## config.mk

```make
export PLATFORM = sky130hd
export DESIGN_NAME = sd_dat_writer
export DESIGN_NICKNAME = d
export VERILOG_FILES = /design/src/rtl/sd_pkg.sv /design/src/rtl/sd_crc16.sv /design/src/rtl/sd_dat_writer.sv
export SDC_FILE = /design/constraint.sdc
export NUM_CORES = 1
export LEC_CHECK = 0
export CAP_MARGIN = 20
export CORE_UTILIZATION = 45
export CTS_BUF_LIST = sky130_fd_sc_hd__clkbuf_4 sky130_fd_sc_hd__clkbuf_8
export DETAILED_ROUTE_END_ITERATION = 16
export HOLD_SLACK_MARGIN = 0.05
export PLACE_DENSITY = 0.72
export SYNTH_ARGS = -nofsm -noshare
export SYNTH_HDL_FRONTEND = slang
export SYNTH_SLANG_ARGS = --single-unit
```

## constraint.sdc

```tcl
create_clock -name clk -period 4.23 [get_ports clk]
set_input_delay 0.846 -clock clk [delete_from_list [all_inputs] [get_ports clk]]
set_output_delay 0.846 -clock clk [all_outputs]
set_load 0.01 [all_outputs]
```

## src/rtl/sd_pkg.sv

```systemverilog
// ---------------------------------------------------------------------------
// sd_pkg
// Shared definitions for the SD data-path blocks: the write-path state
// encoding, result codes reported on werr, the CRC status tokens returned
// by the card, and the CRC16-CCITT polynomial with a one-bit update helper
// that both the writer and a future reader use.
// ---------------------------------------------------------------------------
package sd_pkg;

  typedef enum logic [3:0] {
    WIDLE,
    WPRE,
    WSTART,
    WDATA,
    WCRC,
    WEND,
    WSTATWAIT,
    WSTAT,
    WBUSY,
    WDONE
  } wstate_t;

  // Result codes reported on werr
  localparam logic [1:0] WERR_OK      = 2'd0;
  localparam logic [1:0] WERR_CRC     = 2'd1;
  localparam logic [1:0] WERR_WRITE   = 2'd2;
  localparam logic [1:0] WERR_TIMEOUT = 2'd3;

  // CRC status tokens the card returns after a data block
  localparam logic [2:0] TOKEN_ACCEPTED  = 3'b010;
  localparam logic [2:0] TOKEN_CRC_ERR   = 3'b101;
  localparam logic [2:0] TOKEN_WRITE_ERR = 3'b110;

  // x^16 + x^12 + x^5 + 1
  localparam logic [15:0] CRC16_POLY = 16'h1021;

  // One serial step of CRC16-CCITT, MSB-first feedback form.
  function automatic logic [15:0] crc16_step(input logic [15:0] crc,
                                             input logic        din);
    logic fb;
    fb = crc[15] ^ din;
    crc16_step = {crc[14:0], 1'b0} ^ (fb ? CRC16_POLY : 16'h0000);
  endfunction

endpackage

```

## src/rtl/sd_crc16.sv

```systemverilog
// ---------------------------------------------------------------------------
// sd_crc16
// Serial CRC16-CCITT generator/checker, one bit per enabled clock.
//
// Ports:
//   clk    in   system clock
//   rst_n  in   asynchronous active-low reset (CRC cleared to 0)
//   clr    in   synchronous clear to 0, has priority over en
//   en     in   advance the CRC by one bit
//   din    in   serial data bit
//   crc    out  current CRC register
// ---------------------------------------------------------------------------
module sd_crc16
  import sd_pkg::*;
(
  input  logic        clk,
  input  logic        rst_n,
  input  logic        clr,
  input  logic        en,
  input  logic        din,
  output logic [15:0] crc
);

  always_ff @(posedge clk or negedge rst_n) begin
    if (!rst_n) begin
      crc <= 16'h0000;
    end else if (clr) begin
      crc <= 16'h0000;
    end else if (en) begin
      crc <= crc16_step(crc, din);
    end
  end

endmodule

```

## src/rtl/sd_dat_writer.sv

```systemverilog
// ---------------------------------------------------------------------------
// sd_dat_writer
// Single-block SD write transmitter in 1-bit (DAT0) mode. After the command
// path has had CMD24 accepted, this block sends PRECYCLES idle ones, a start
// bit, the 512-byte sector (MSB first), the CRC16 and an end bit, then
// releases the line, reads the card's CRC status token and waits out the
// programming busy before reporting the result.
//
// Ports:
//   clk      in   system clock
//   rst_n    in   asynchronous active-low reset
//   sdclk    in   SD clock from the divider (at most clk/2)
//   sddatin  in   card DAT lines, only [0] is used
//   sddatoe  out  DAT output enable
//   sddatout out  DAT output, [3:1] held high, [0] serial bit
//   wstart   in   begin a sector transfer (level-sampled while idle)
//   wbusy    out  high from accept up to and including wdone
//   wdone    out  one-clk completion pulse
//   werr     out  result code, held until the next accepted wstart
//   inreq    out  one-clk byte fetch request to the user buffer
//   inaddr   out  byte index 0..511, valid with inreq
//   inbyte   in   buffer data, valid one clk after inreq
// ---------------------------------------------------------------------------
module sd_dat_writer
  import sd_pkg::*;
#(
  parameter int unsigned PRECYCLES   = 8,
  parameter int unsigned STATTIMEOUT = 64,
  parameter int unsigned BUSYTIMEOUT = 1000000
) (
  input  logic       clk,
  input  logic       rst_n,
  input  logic       sdclk,
  input  logic [3:0] sddatin,
  output logic       sddatoe,
  output logic [3:0] sddatout,
  input  logic       wstart,
  output logic       wbusy,
  output logic       wdone,
  output logic [1:0] werr,
  output logic       inreq,
  output logic [8:0] inaddr,
  input  logic [7:0] inbyte
);

  wstate_t     state, state_nxt;
  logic        sdclkl;
  logic        sd_rise, sd_fall;
  logic [31:0] cnt, cnt_nxt, cnt_inc;
  logic [11:0] bitcnt, bitcnt_nxt;
  logic [7:0]  shreg, shreg_nxt, byte_src;
  logic        ld_q, ld_nxt;
  logic [2:0]  tok, tok_nxt;
  logic        oe_q, oe_nxt;
  logic        dout_q, dout_nxt;
  logic        inreq_q, inreq_nxt;
  logic [8:0]  inaddr_q, inaddr_nxt;
  logic [1:0]  werr_q, werr_nxt;
  logic        crc_clr, crc_en, crc_bit;
  logic [15:0] crc;
  logic        dat0;
  logic        unused_dat;

  assign dat0       = sddatin[0];
  assign unused_dat = ^sddatin[3:1];

  // sdclk comes from the divider in this clock domain; a one-clk-delayed
  // copy gives single-clk pulses marking its edges.
  always_ff @(posedge clk or negedge rst_n) begin
    if (!rst_n) begin
      sdclkl <= 1'b0;
    end else begin
      sdclkl <= sdclk;
    end
  end

  assign sd_rise = ~sdclkl & sdclk;
  assign sd_fall = sdclkl & ~sdclk;

  assign cnt_inc = cnt + 32'd1;

  // A fetched byte may arrive on the very clk of the next falling edge, so
  // the shifter takes the bus byte directly when a load is due.
  assign byte_src = ld_q ? inbyte : shreg;

  sd_crc16 u_crc (
    .clk   (clk),
    .rst_n (rst_n),
    .clr   (crc_clr),
    .en    (crc_en),
    .din   (crc_bit),
    .crc   (crc)
  );

  // State and datapath registers. Reset releases DAT immediately.
  always_ff @(posedge clk or negedge rst_n) begin
    if (!rst_n) begin
      state    <= WIDLE;
      cnt      <= 32'd0;
      bitcnt   <= 12'd0;
      shreg    <= 8'h00;
      ld_q     <= 1'b0;
      tok      <= 3'b000;
      oe_q     <= 1'b0;
      dout_q   <= 1'b1;
      inreq_q  <= 1'b0;
      inaddr_q <= 9'd0;
      werr_q   <= WERR_OK;
    end else begin
      state    <= state_nxt;
      cnt      <= cnt_nxt;
      bitcnt   <= bitcnt_nxt;
      shreg    <= shreg_nxt;
      ld_q     <= ld_nxt;
      tok      <= tok_nxt;
      oe_q     <= oe_nxt;
      dout_q   <= dout_nxt;
      inreq_q  <= inreq_nxt;
      inaddr_q <= inaddr_nxt;
      werr_q   <= werr_nxt;
    end
  end

  // Next-state and datapath logic. The line is only changed on sdclk
  // falling edges and the card is only sampled on rising edges.
  always_comb begin
    state_nxt  = state;
    cnt_nxt    = cnt;
    bitcnt_nxt = bitcnt;
    shreg_nxt  = shreg;
    ld_nxt     = inreq_q;
    tok_nxt    = tok;
    oe_nxt     = oe_q;
    dout_nxt   = dout_q;
    inreq_nxt  = 1'b0;
    inaddr_nxt = inaddr_q;
    werr_nxt   = werr_q;
    crc_clr    = 1'b0;
    crc_en     = 1'b0;
    crc_bit    = 1'b0;

    if (ld_q) begin
      shreg_nxt = inbyte;
    end

    case (state)
      WIDLE: begin
        oe_nxt   = 1'b0;
        dout_nxt = 1'b1;
        if (wstart) begin
          state_nxt  = WPRE;
          cnt_nxt    = 32'd0;
          bitcnt_nxt = 12'd0;
          werr_nxt   = WERR_OK;
          inreq_nxt  = 1'b1;
          inaddr_nxt = 9'd0;
        end
      end

      WPRE: begin
        if (sd_fall) begin
          oe_nxt   = 1'b1;
          dout_nxt = 1'b1;
          if (cnt == PRECYCLES - 32'd1) begin
            cnt_nxt   = 32'd0;
            state_nxt = WSTART;
          end else begin
            cnt_nxt = cnt_inc;
          end
        end
      end

      WSTART: begin
        if (sd_fall) begin
          dout_nxt   = 1'b0;
          crc_clr    = 1'b1;
          bitcnt_nxt = 12'd0;
          state_nxt  = WDATA;
        end
      end

      WDATA: begin
        if (sd_fall) begin
          dout_nxt   = byte_src[7];
          shreg_nxt  = {byte_src[6:0], 1'b0};
          crc_en     = 1'b1;
          crc_bit    = byte_src[7];
          bitcnt_nxt = bitcnt + 12'd1;
          // The last bit of a byte is on the line, so the shifter is free
          // to receive the following byte.
          if (bitcnt[2:0] == 3'd7 && bitcnt[11:3] != 9'd511) begin
            inreq_nxt  = 1'b1;
            inaddr_nxt = bitcnt[11:3] + 9'd1;
          end
          if (bitcnt == 12'd4095) begin
            cnt_nxt   = 32'd0;
            state_nxt = WCRC;
          end
        end
      end

      WCRC: begin
        if (sd_fall) begin
          dout_nxt = crc[4'd15 - cnt[3:0]];
          if (cnt[3:0] == 4'd15) begin
            cnt_nxt   = 32'd0;
            state_nxt = WEND;
          end else begin
            cnt_nxt = cnt_inc;
          end
        end
      end

      // First falling edge drives the end bit, the second releases DAT.
      WEND: begin
        if (sd_fall) begin
          dout_nxt = 1'b1;
          if (cnt[0] == 1'b0) begin
            cnt_nxt = 32'd1;
          end else begin
            oe_nxt    = 1'b0;
            cnt_nxt   = 32'd0;
            state_nxt = WSTATWAIT;
          end
        end
      end

      WSTATWAIT: begin
        if (sd_rise) begin
          if (!dat0) begin
            cnt_nxt   = 32'd0;
            tok_nxt   = 3'b000;
            state_nxt = WSTAT;
          end else if (cnt_inc > STATTIMEOUT) begin
            werr_nxt  = WERR_TIMEOUT;
            state_nxt = WDONE;
          end else begin
            cnt_nxt = cnt_inc;
          end
        end
      end

      // Three token bits, then the end bit, on which the token is decoded.
      WSTAT: begin
        if (sd_rise) begin
          if (cnt[1:0] != 2'd3) begin
            tok_nxt = {tok[1:0], dat0};
            cnt_nxt = cnt_inc;
          end else begin
            cnt_nxt = 32'd0;
            case (tok)
              TOKEN_ACCEPTED: begin
                state_nxt = WBUSY;
              end
              TOKEN_CRC_ERR: begin
                werr_nxt  = WERR_CRC;
                state_nxt = WDONE;
              end
              TOKEN_WRITE_ERR: begin
                werr_nxt  = WERR_WRITE;
                state_nxt = WDONE;
              end
              default: begin
                werr_nxt  = WERR_WRITE;
                state_nxt = WDONE;
              end
            endcase
          end
        end
      end

      WBUSY: begin
        if (sd_rise) begin
          if (dat0) begin
            werr_nxt  = WERR_OK;
            state_nxt = WDONE;
          end else if (cnt_inc > BUSYTIMEOUT) begin
            werr_nxt  = WERR_TIMEOUT;
            state_nxt = WDONE;
          end else begin
            cnt_nxt = cnt_inc;
          end
        end
      end

      WDONE: begin
        cnt_nxt   = 32'd0;
        state_nxt = WIDLE;
      end

      default: begin
        state_nxt = WIDLE;
      end
    endcase
  end

  assign sddatoe  = oe_q;
  assign sddatout = {3'b111, dout_q};
  assign wbusy    = (state != WIDLE);
  assign wdone    = (state == WDONE);
  assign werr     = werr_q;
  assign inreq    = inreq_q;
  assign inaddr   = inaddr_q;

endmodule

```

==> impl_metrics.toml <==
[status]
status = "finished, final reports clean"

[sta]
drv_slew = 0
setup_violations = 0
setup-tns-final_ns = 0
fin_skew_ns = 0.01577
slew_headroom_pct = 40.32
period_share_pct = 92.64
rsz0062_at_grt = "no"
hold_viol = 0
tightest_slew_ns = 0.8952
fmax_ghz = 0.2552
min_period_ns = 3.919

[placed_design]
post-dp-hpwl_mm = 10.61
gp_congestion = 0.8936
dp.cells = 819
portBuffers = 28

[cts]
ctsHoldBuffers = 0
cts_root_buf = "clkbuf_8"
post_cts.repair.setup_buffers = 0
cts_tree = "done"
ctsLongestPathBuffers = 2
numCtsBuffers = 9
post_cts_resized = 0
path_clk_slew_ns = 0.10
clkLatencyLatePin_ns = 0.39
clkSinkCount = 91
htreeDepth = 3

[critical_path]
endpoint_kind = "flop"
crit_fanout = 10
cp-start-kind = "flop"
crit_arrival_ns = 4.20
critPathRequiredTime_ns = 4.51
criticalPathCategory = "reg -> reg"

[routing]
wl_per_cell_um = 18.14
drc_errors = 0
drt-pass1-iter-count = 5
dr.first_iter.drc_count = 627
drt_wl_total_mm = 15.16
ant_nets = 0
vias = 5308
avgViaCountPerCell = 6.349

[flow_run]
drv_cap = 0

[power_and_ir_drop]
p_sw_uw = 1456
clkPwrFrac_pct = 18.7
combPwrFrac_pct = 46.0
p_leak_uw = 0.002651
power_frac_seq_pct = 35.3
power.internal_uw = 1953
p_per_area_mw_per_mm2 = 511.8
irDropWorstVdd_mv = 0.2338
swShare_pct = 42.72

[logic_synthesis]
synth_cell_type_count = 79
ys_async_sr_fraction_pct = 100.0
yosysWarnings = 0
yosysTopAreaCellShare_pct = 37.24
synth_area_leaders = "dfrtp_1, mux4_2, nand2_1, nor2_1, a22o_1"
yosysTopAreaCell = "dfrtp_1"
synth_edf_count = 0
ys_ff_latch = 91
synth_ff_type = "dfrtp_1"
post_synth.cell_area_avg_um2 = 9.277
syn-cell-area_mm2 = 0.006048
yosysMostFrequentCell = "dfrtp_1"
ys_seq_area_share_pct = 37.67
synthTopCellsByCount = "dfrtp_1, nand2_1, nor2_1"
syn-instance-count = 652

[finish]
nets = 683
syn_to_final_growth_pct = 10.12
drive_gt1_share_pct = 13.40
antenna-diode-count = 0
fin_cells = 836

[floorplan]
pin_count = 35
core_mm2 = 0.01288
rows = 41
dieWidth_um = 117.9
dieHeight_um = 117.9
start_util_pct = 46.97
die-area_mm2 = 0.01391

[grt]
grt_max_degree = 69
grt_use_total_pct = 22.83
grt_pass1_wl_mm = 25.87
grt_overflow_total = 0
first_global_vias = 5103
grt_antenna_before_repair = 0

[worst_hold_path]
hp-class = "reg -> reg"
[cell families (layout without fill, tap and decap cells)]
kind of cell	after synthesis	count (layout)	share of synthesized area [%]
other	1	3	0.06200
xor gates and xnor gates	28	28	4.055
and+or+nand+nor	263	263	24.37
AOI/OAI and AO/OA	161	161	19.61
adders and majority gates	8	8	1.655
buffers and inverters	75	85	5.689
muxes	25	25	6.889
DFF	91	91	37.67
[path summary, 6_finish.rpt]
kind	startpoint	to	slack, ns	cells after the start
max in group asynchronous	rst_n	u_crc.crc[13]	2.78	2
hold / removal	inreq	ld_q	0.40	0
min in group asynchronous	rst_n	bitcnt[5]	0.56	1
hold reg to reg	inreq	ld_q	0.40	0
setup reg to reg	cnt[0]	cnt[9]	0.31	10
setup / recovery	cnt[0]	cnt[9]	0.31	10
[cell usage in the layout (no fill, tap or decap), types with 15 or more instances in the layout]
cell type and count:
a21oi_1 16, a22o_1 20, buf_4 23, clkdlybuf4s50_1 27, dfrtp_1 90, inv_1 18
nand2_1 58, nand3_1 22, nand4_1 16, nor2_1 51, nor3_1 19, nor4_1 15
o21ai_0 28, o31ai_1 18, o41ai_1 19, xnor2_1 18
[metal layers]
layer,vias to the layer above,GRT usage (%),part of all wire [%]
li1,2468,-,-
met1,2609,31.70,45
met2,207,35.26,46
met3,24,4.021,6.7
met4,0,8.974,2.2
met5,-,0,0
[sequential cells by signal, indices dropped and copies added (netlist names)]
register / count
bitcnt: 12
cnt: 32
dout_q: 1
inaddr: 9
inreq: 1
ld_q: 1
sdclkl: 1
sddatoe: 1
shreg: 8
state: 4
tok: 3
u_crc.crc: 16
werr: 2
[through the flow]
step | util (%) | power, µW | hold WS, ns | worst slack (ns) | cell area (µm²)
6_report | 51.72 | 3409 | 0.3981 | 0.3115 | 6660
3_3_place_gp | 50.05 | 2708 | 0.3576 | 0.4342 | 6445
4_1_cts | 51.67 | 3393 | 0.3969 | 0.3782 | 6653
3_5_place_dp | 50.05 | 2749 | 0.3736 | 0.4107 | 6445
5_1_grt | 51.72 | 3616 | 0.3982 | 0.1736 | 6660
2_1_floorplan | - | 2254 | 0.4160 | 0.7337 | 6056
[cell type report]
type / count / area, µm²
clock buffer: 10 / 137.6
clock inverter: 6 / 70.07
fill: 1175 / 6216
inverter: 19 / 73.82
multi-input combinational: 488 / 3442
sequential: 91 / 2278
tap: 172 / 215.2
timing repair buffer: 50 / 442.9
[worst max-delay path, stage by stage (launching register included)]
cell	delay, ns
dfrtp_1	0.37
ha_1	0.27
and3_4	0.26
inv_4	0.07
or4_4	0.64
nor4_4	0.37
xor2_1	0.14
or4_4	0.50
a22o_4	0.32
nor3_4	0.51
mux2_4	0.34
[power groups by stage]
stage	sequential [µW]	combinational (µW)	clock, µW
after floorplan	1100	1160	0
after global placement	1200	1510	0
after detailed placement	1220	1530	0
after CTS	1200	1540	651
after global routing	1230	1700	683
final	1200	1570	638
Note: power is estimated with default switching activity, not from simulation.
==> RTL edit 1, RTL diff (same settings) <==
Register the output `wdone`, cleared by the reset; this adds one clock of latency there. The other outputs are not delayed to match.
--- a/src/rtl/sd_dat_writer.sv
+++ b/src/rtl/sd_dat_writer.sv
@@ -299,3 +299,9 @@
   assign wbusy    = (state != WIDLE);
-  assign wdone    = (state == WDONE);
+  always_ff @(posedge clk or negedge rst_n) begin
+    if (!rst_n) begin
+      wdone <= '0;
+    end else begin
+      wdone <= (state == WDONE);
+    end
+  end
   assign werr     = werr_q;
Formal check against the unedited RTL: same outputs for any inputs over 4 cycles, from zero or initial values and one cycle with rst_n low; that may be too few to reach the edited logic, so the function may still have changed.
==> RTL edit 1 against the original RTL <==
  * Sequential power increased by 5%
  * Clock skew decreased by 0.0037 ns
  * Synthesized area decreased by 0.93%
  * Final cell count increased by 0.24%
  * Cell area decreased by 1.6%
  * Sequential cell count increased by 1
  * Global-route usage increased by 0.35 points
  * Routed wire length increased by 1.2%
  * Setup slack improved by 0.086 ns
  * Power decreased by 1.6%
  * Largest power group unchanged
==> RTL edit 1: results (changes against the original RTL) <==
Global route
  – Pin count of the biggest net entering global routing: 70 (+1.4%)
  – Vias in the first global route: 5045 (-1.1%)
  – First-pass GRT wire length: 25.7 mm (-0.51%)
  – Met1 Use GR: 0.328 (+0.0111)
  – Met2 Use GR: 0.367 (+0.0143)
  – Gr usage total: 0.232 (+0.00353)
  – Met3 Use GR: 0.0306 (-0.00957)

Clock network
  – H-Tree Depth: 3 (unchanged)
  – CTS Buf Count: 9 (unchanged)
  – Clk Latency, worst-skew pair: 0.38 ns

Layout
  – Filler cells: 1183 (+0.68%)
  – Largest regs: cnt (32), u_crc.crc (16), bitcnt (12)
  – Layout Cells excl Fill: 838 (+0.24%)
  – Nets: 685 (+0.29%)
  – Ant diodes: 0 (unchanged)
  – Share of cells above drive strength 1: 0.105 (-0.0289)

Detailed routing
  – WL/cell: 18.3 um (+0.93%)
  – Via count: 5224 (-1.6%)
  – DRT iter0 DRCs: 515 (-18%)

Yosys
  – Syn avg cell area: 9.11 sq um (-1.8%)
  – Netlist cell types: 76 (-3.8%)
  – XOR/XNOR Fraction of Synth Area: 0.0409 (+0.000381)
  – Synth Area in Compound Gates: 0.204 (+0.00748)
  – Adder-Cell Fraction of Synth Area: 0.0167 (+0.000156)
  – Ys Warns: 0 (unchanged)
  – Asr flop ratio synth: 1.00 (unchanged)
  – Ranking of synthesized cells by area: dfrtp_1, o31ai_1, nand2_1
  – Synth top cells by count: dfrtp_1, nand2_1, nor2_1
  – Register area share after synthesis: 0.384 (+0.00772)
  – Mux contribution to synthesized area: 0.0643 (-0.00457)

Placed design
  – Placer congestion estimate: 0.856 (-4.2%)
  – Placed Cells: 821 (+0.24%)
  – HPWL Detailed: 10.8 mm (+2.3%)
  – Setup WS pre-CTS: 0.474 ns (+0.0631 ns)

STA
  – Slew @ Worst Pin: 0.860 ns (-0.0348 ns)
  – Hold WS: 0.390 ns (-0.00849 ns)
  – Clock Skew: 0.0121 ns (-0.00365 ns)

Setup path
  – CP Max Fanout: 18 (+8)
  – Crit path launch: cnt[2]
  – Worst Path Arrival: 4.06 ns (-0.14 ns)
  – R2R Setup Slk: 0.40 ns (+0.09 ns)
  – Worst R2R Path Depth: 10 (unchanged)
  – R2r endpoint: cnt[30]

Power
  – Sequential cell power: 0.00126 W (+5%)
  – Combinational logic power: 0.00147 W (-6%)
  – Static Leak: 2.61 nW (-1.4%)
  – Int Power: 0.00190 W (-2.6%)
  – Max IR drop VDD: 206 uV (-12%)

Outcome
  – Status: finished, final reports clean
-- RTL edit 1: changes by cell type in the layout (fill, tap and decap cells not counted), moves of 5 or more --
cell,change
nor4_1,-9
o21ai_0,+5
o31ai_1,+18
buf_4,-8
and3_1,+7
nand2_1,+13
nor4_2,-5
o41ai_1,-10
nand3_1,+11
o22ai_1,-5
-- RTL edit 1: through the flow --
stage          total power (W)  instance area (sq um)  utilization
2_1_floorplan          0.00229                   6000            -
3_3_place_gp           0.00265                   6340        0.495
3_5_place_dp           0.00270                   6340        0.495
4_1_cts                0.00334                   6550        0.511
5_1_grt                0.00356                   6560        0.511
6_report               0.00335                   6560        0.511
-- RTL edit 1: worst max path at each step --
stage / end / slack [ns]
2_1_floorplan: cnt[0] / 0.79
3_3_place_gp: cnt[28] / 0.54
3_5_place_dp: cnt[30] / 0.47
4_1_cts: cnt[30] / 0.44
5_1_grt: cnt[26] / 0.16
6_report: cnt[30] / 0.40
-- RTL edit 1: final cells by class --
cell class | count | share of cell area
Timing Repair Buffer | 43 | 0.0615
Multi-Input combinational cell | 497 | 0.512
Clock buffer | 9 | 0.0189
Inverter | 18 | 0.0111
Sequential cell | 92 | 0.351
Clock inverter | 7 | 0.0124
Tap cell | 172 | 0.0328
-- RTL edit 1: worst max-delay path, stage by stage (launching register included) --
cell and delay [ns]:
dfrtp_1 0.58, and3_1 0.31, inv_6 0.08, nor4_4 0.35, nand3_1 0.23, mux2i_1 0.17, or4_4 0.55, nor4_4 0.43
o21a_2 0.27, nand3_4 0.27, o41ai_1 0.44
-- RTL edit 1: per-layer routing --
| layer | wire [um] | up-vias |
|---|---|---|
| met4 | 228 | 0 |
| met5 | 0 | - |
| met3 | 755 | 20 |
| li1 | - | 2448 |
| met1 | 7200 | 2574 |
| met2 | 7160 | 182 |
==> RTL edit 2, RTL diff (config.mk and constraints unchanged) <==
Made on the original files. Set the parameter `PRECYCLES` to 6 (it was 8).
--- a/src/rtl/sd_dat_writer.sv
+++ b/src/rtl/sd_dat_writer.sv
@@ -26,3 +26,3 @@
 #(
-  parameter int unsigned PRECYCLES   = 8,
+  parameter int unsigned PRECYCLES   = 6,
   parameter int unsigned STATTIMEOUT = 64,
Formal check against the unedited RTL: no difference found for any inputs over 4 cycles, from zero or initial values and one cycle with rst_n low; that may be too few to reach the edited logic, so the function may still have changed.
==> RTL edit 2 against the original RTL <==
  * Clock skew shrank 0.0074 ns
  * Non-clock buffer count did not move
  * Sequential cell count did not move
  * Utilization down 1.4 points
  * Routed wire length increased by 2.2%
  * Power fell by 7.0%
  * Synthesized area grew 0.64%
  * Fmax up 0.15%
  * Count of clock-buffer cells in the layout is 1 lower
  * Cell area hardly changed
  * Setup slack gained 0.0059 ns
  * Critical endpoint is now cnt[31]
  * Largest power group unchanged
  * Highest routed layer unchanged
==> RTL edit 2: results (changes against the original RTL) <==
Power
  – Static Leak: 2.66 nW (+0.25%)
  – Int Power: 0.00174 W (-11%)
  – Max IR drop VDD: 299 uV (+28%)

Setup path
  – Worst Path Arrival: 4.18 ns (-0.02 ns)
  – CP Max Fanout: 19 (+9)

Layout
  – Final instance area: 6670 sq um (about the same)
  – Nets: 701 (+2.6%)
  – Largest regs: cnt (32), u_crc.crc (16), bitcnt (12)
  – Share of cells above drive strength 1: 0.131 (-0.00315)
  – Filler cells: 1251 (+6.5%)
  – Layout Cells excl Fill: 856 (+2.4%)

Clock network
  – H-Tree Depth: 3 (unchanged)
  – Cts repair resizes: 0 (unchanged)
  – Max clock buf depth: 2 (unchanged)
  – Reg clk slew, reported paths: 0.09 ns
  – Post-CTS setup buffers: 0 (unchanged)
  – Clock root cell: clkbuf_8
  – Clk Latency, worst-skew pair: 0.38 ns
  – CTS Buf Count: 9 (unchanged)

Global route
  – Pin count of the biggest net entering global routing: 78 (+13%)
  – First-pass GRT wire length: 25.7 mm (-0.53%)
  – Met3 Use GR: 0.0381 (-0.00209)
  – Initial antenna violation count: 0 (unchanged)
  – Vias in the first global route: 5102 (-0.020%)
  – Gr usage total: 0.228 (about the same)
  – Met1 Use GR: 0.309 (-0.00798)
  – Met2 Use GR: 0.360 (+0.00772)

Yosys
  – Netlist cell types: 77 (-2.5%)
  – Ranking of synthesized cells by area: dfrtp_1, o31ai_1, mux4_2
  – Register area share after synthesis: 0.374 (-0.00240)
  – Ys Warns: 0 (unchanged)
  – Synth top cells by count: dfrtp_1, nor2_1, nand2_1
  – Post-synthesis cell count: 669 (+2.6%)

Detailed routing
  – WL/cell: 18.1 um (-0.15%)
  – First-pass iteration count of the detailed router: 6 (+1)
  – DRT iter0 DRCs: 624 (-0.48%)
  – Via count: 5411 (+1.9%)

Outcome
  – Status: finished, final reports clean

Placed design
  – Setup WS pre-CTS: 0.479 ns (+0.0687 ns)
  – I/O Buffers: 28 (unchanged)
  – Placed Cells: 840 (+2.6%)
  – HPWL Detailed: 11.0 mm (+3.6%)
  – Placer congestion estimate: 0.968 (+8.4%)
  – Placed Area: 6460 sq um (+0.31%)

Min path
  – Hold Crit Class: in -> async

STA
  – Clock Skew: 0.00841 ns (-0.00736 ns)
  – Slew @ Worst Pin: 0.870 ns (-0.0252 ns)
[RTL edit 2: final timing paths]
kind / start / to / slack [ns] / depth (start not counted)
max: cnt[3] / cnt[31] / 0.32 / 10
min: rst_n / shreg[6] / 0.27 / 1
max reg2reg: cnt[3] / cnt[31] / 0.32 / 10
min reg2reg: inreq / ld_q / 0.39 / 0
max in group asynchronous: rst_n / u_crc.crc[0] / 3.17 / 3
min in group clk: inreq / ld_q / 0.39 / 0
[RTL edit 2: routing by layer]
layer / vias to the layer above / part of all wire
li1: 2519 / -
met1: 2640 / 0.43
met2: 206 / 0.48
met3: 46 / 0.053
met4: 0 / 0.032
met5: - / 0
[RTL edit 2: power groups by stage]
stage / Clock (W) / Combinational, W / Sequential (W)
after CTS: 0.000577 / 0.00143 / 0.00116
after floorplan: 0 / 0.00113 / 0.00108
after detailed placement: 0 / 0.00142 / 0.00117
after global placement: 0 / 0.00139 / 0.00116
after global routing: 0.000608 / 0.00157 / 0.00118
final: 0.000559 / 0.00145 / 0.00116
[RTL edit 2: layout make-up]
cell class,instances,area share
inverters,13,0.00732
clock buffers,9,0.0186
clock inverters,6,0.00751
flip-flops and latches,91,0.342
multi-input cells,511,0.522
repair buffers,50,0.0694
well taps,176,0.0330
[RTL edit 2: worst max-delay path, stage by stage (launching register included)]
cell	delay [ns]
dfrtp_1	0.60
nand4_1	0.40
buf_4	0.32
nor3_1	0.15
nand4_1	0.27
mux2i_1	0.24
nor4_2	0.52
a21oi_1	0.15
nor2_1	0.36
nand3_4	0.34
o41ai_1	0.44
[RTL edit 2: cell families after synthesis]
logic type	synth area share
simple gates	0.239
compound gates	0.217
flops	0.374
buf+inv	0.0557
xor+xnor	0.0388
mux	0.0561
fa+ha+maj	0.0185
other cells	0.000616
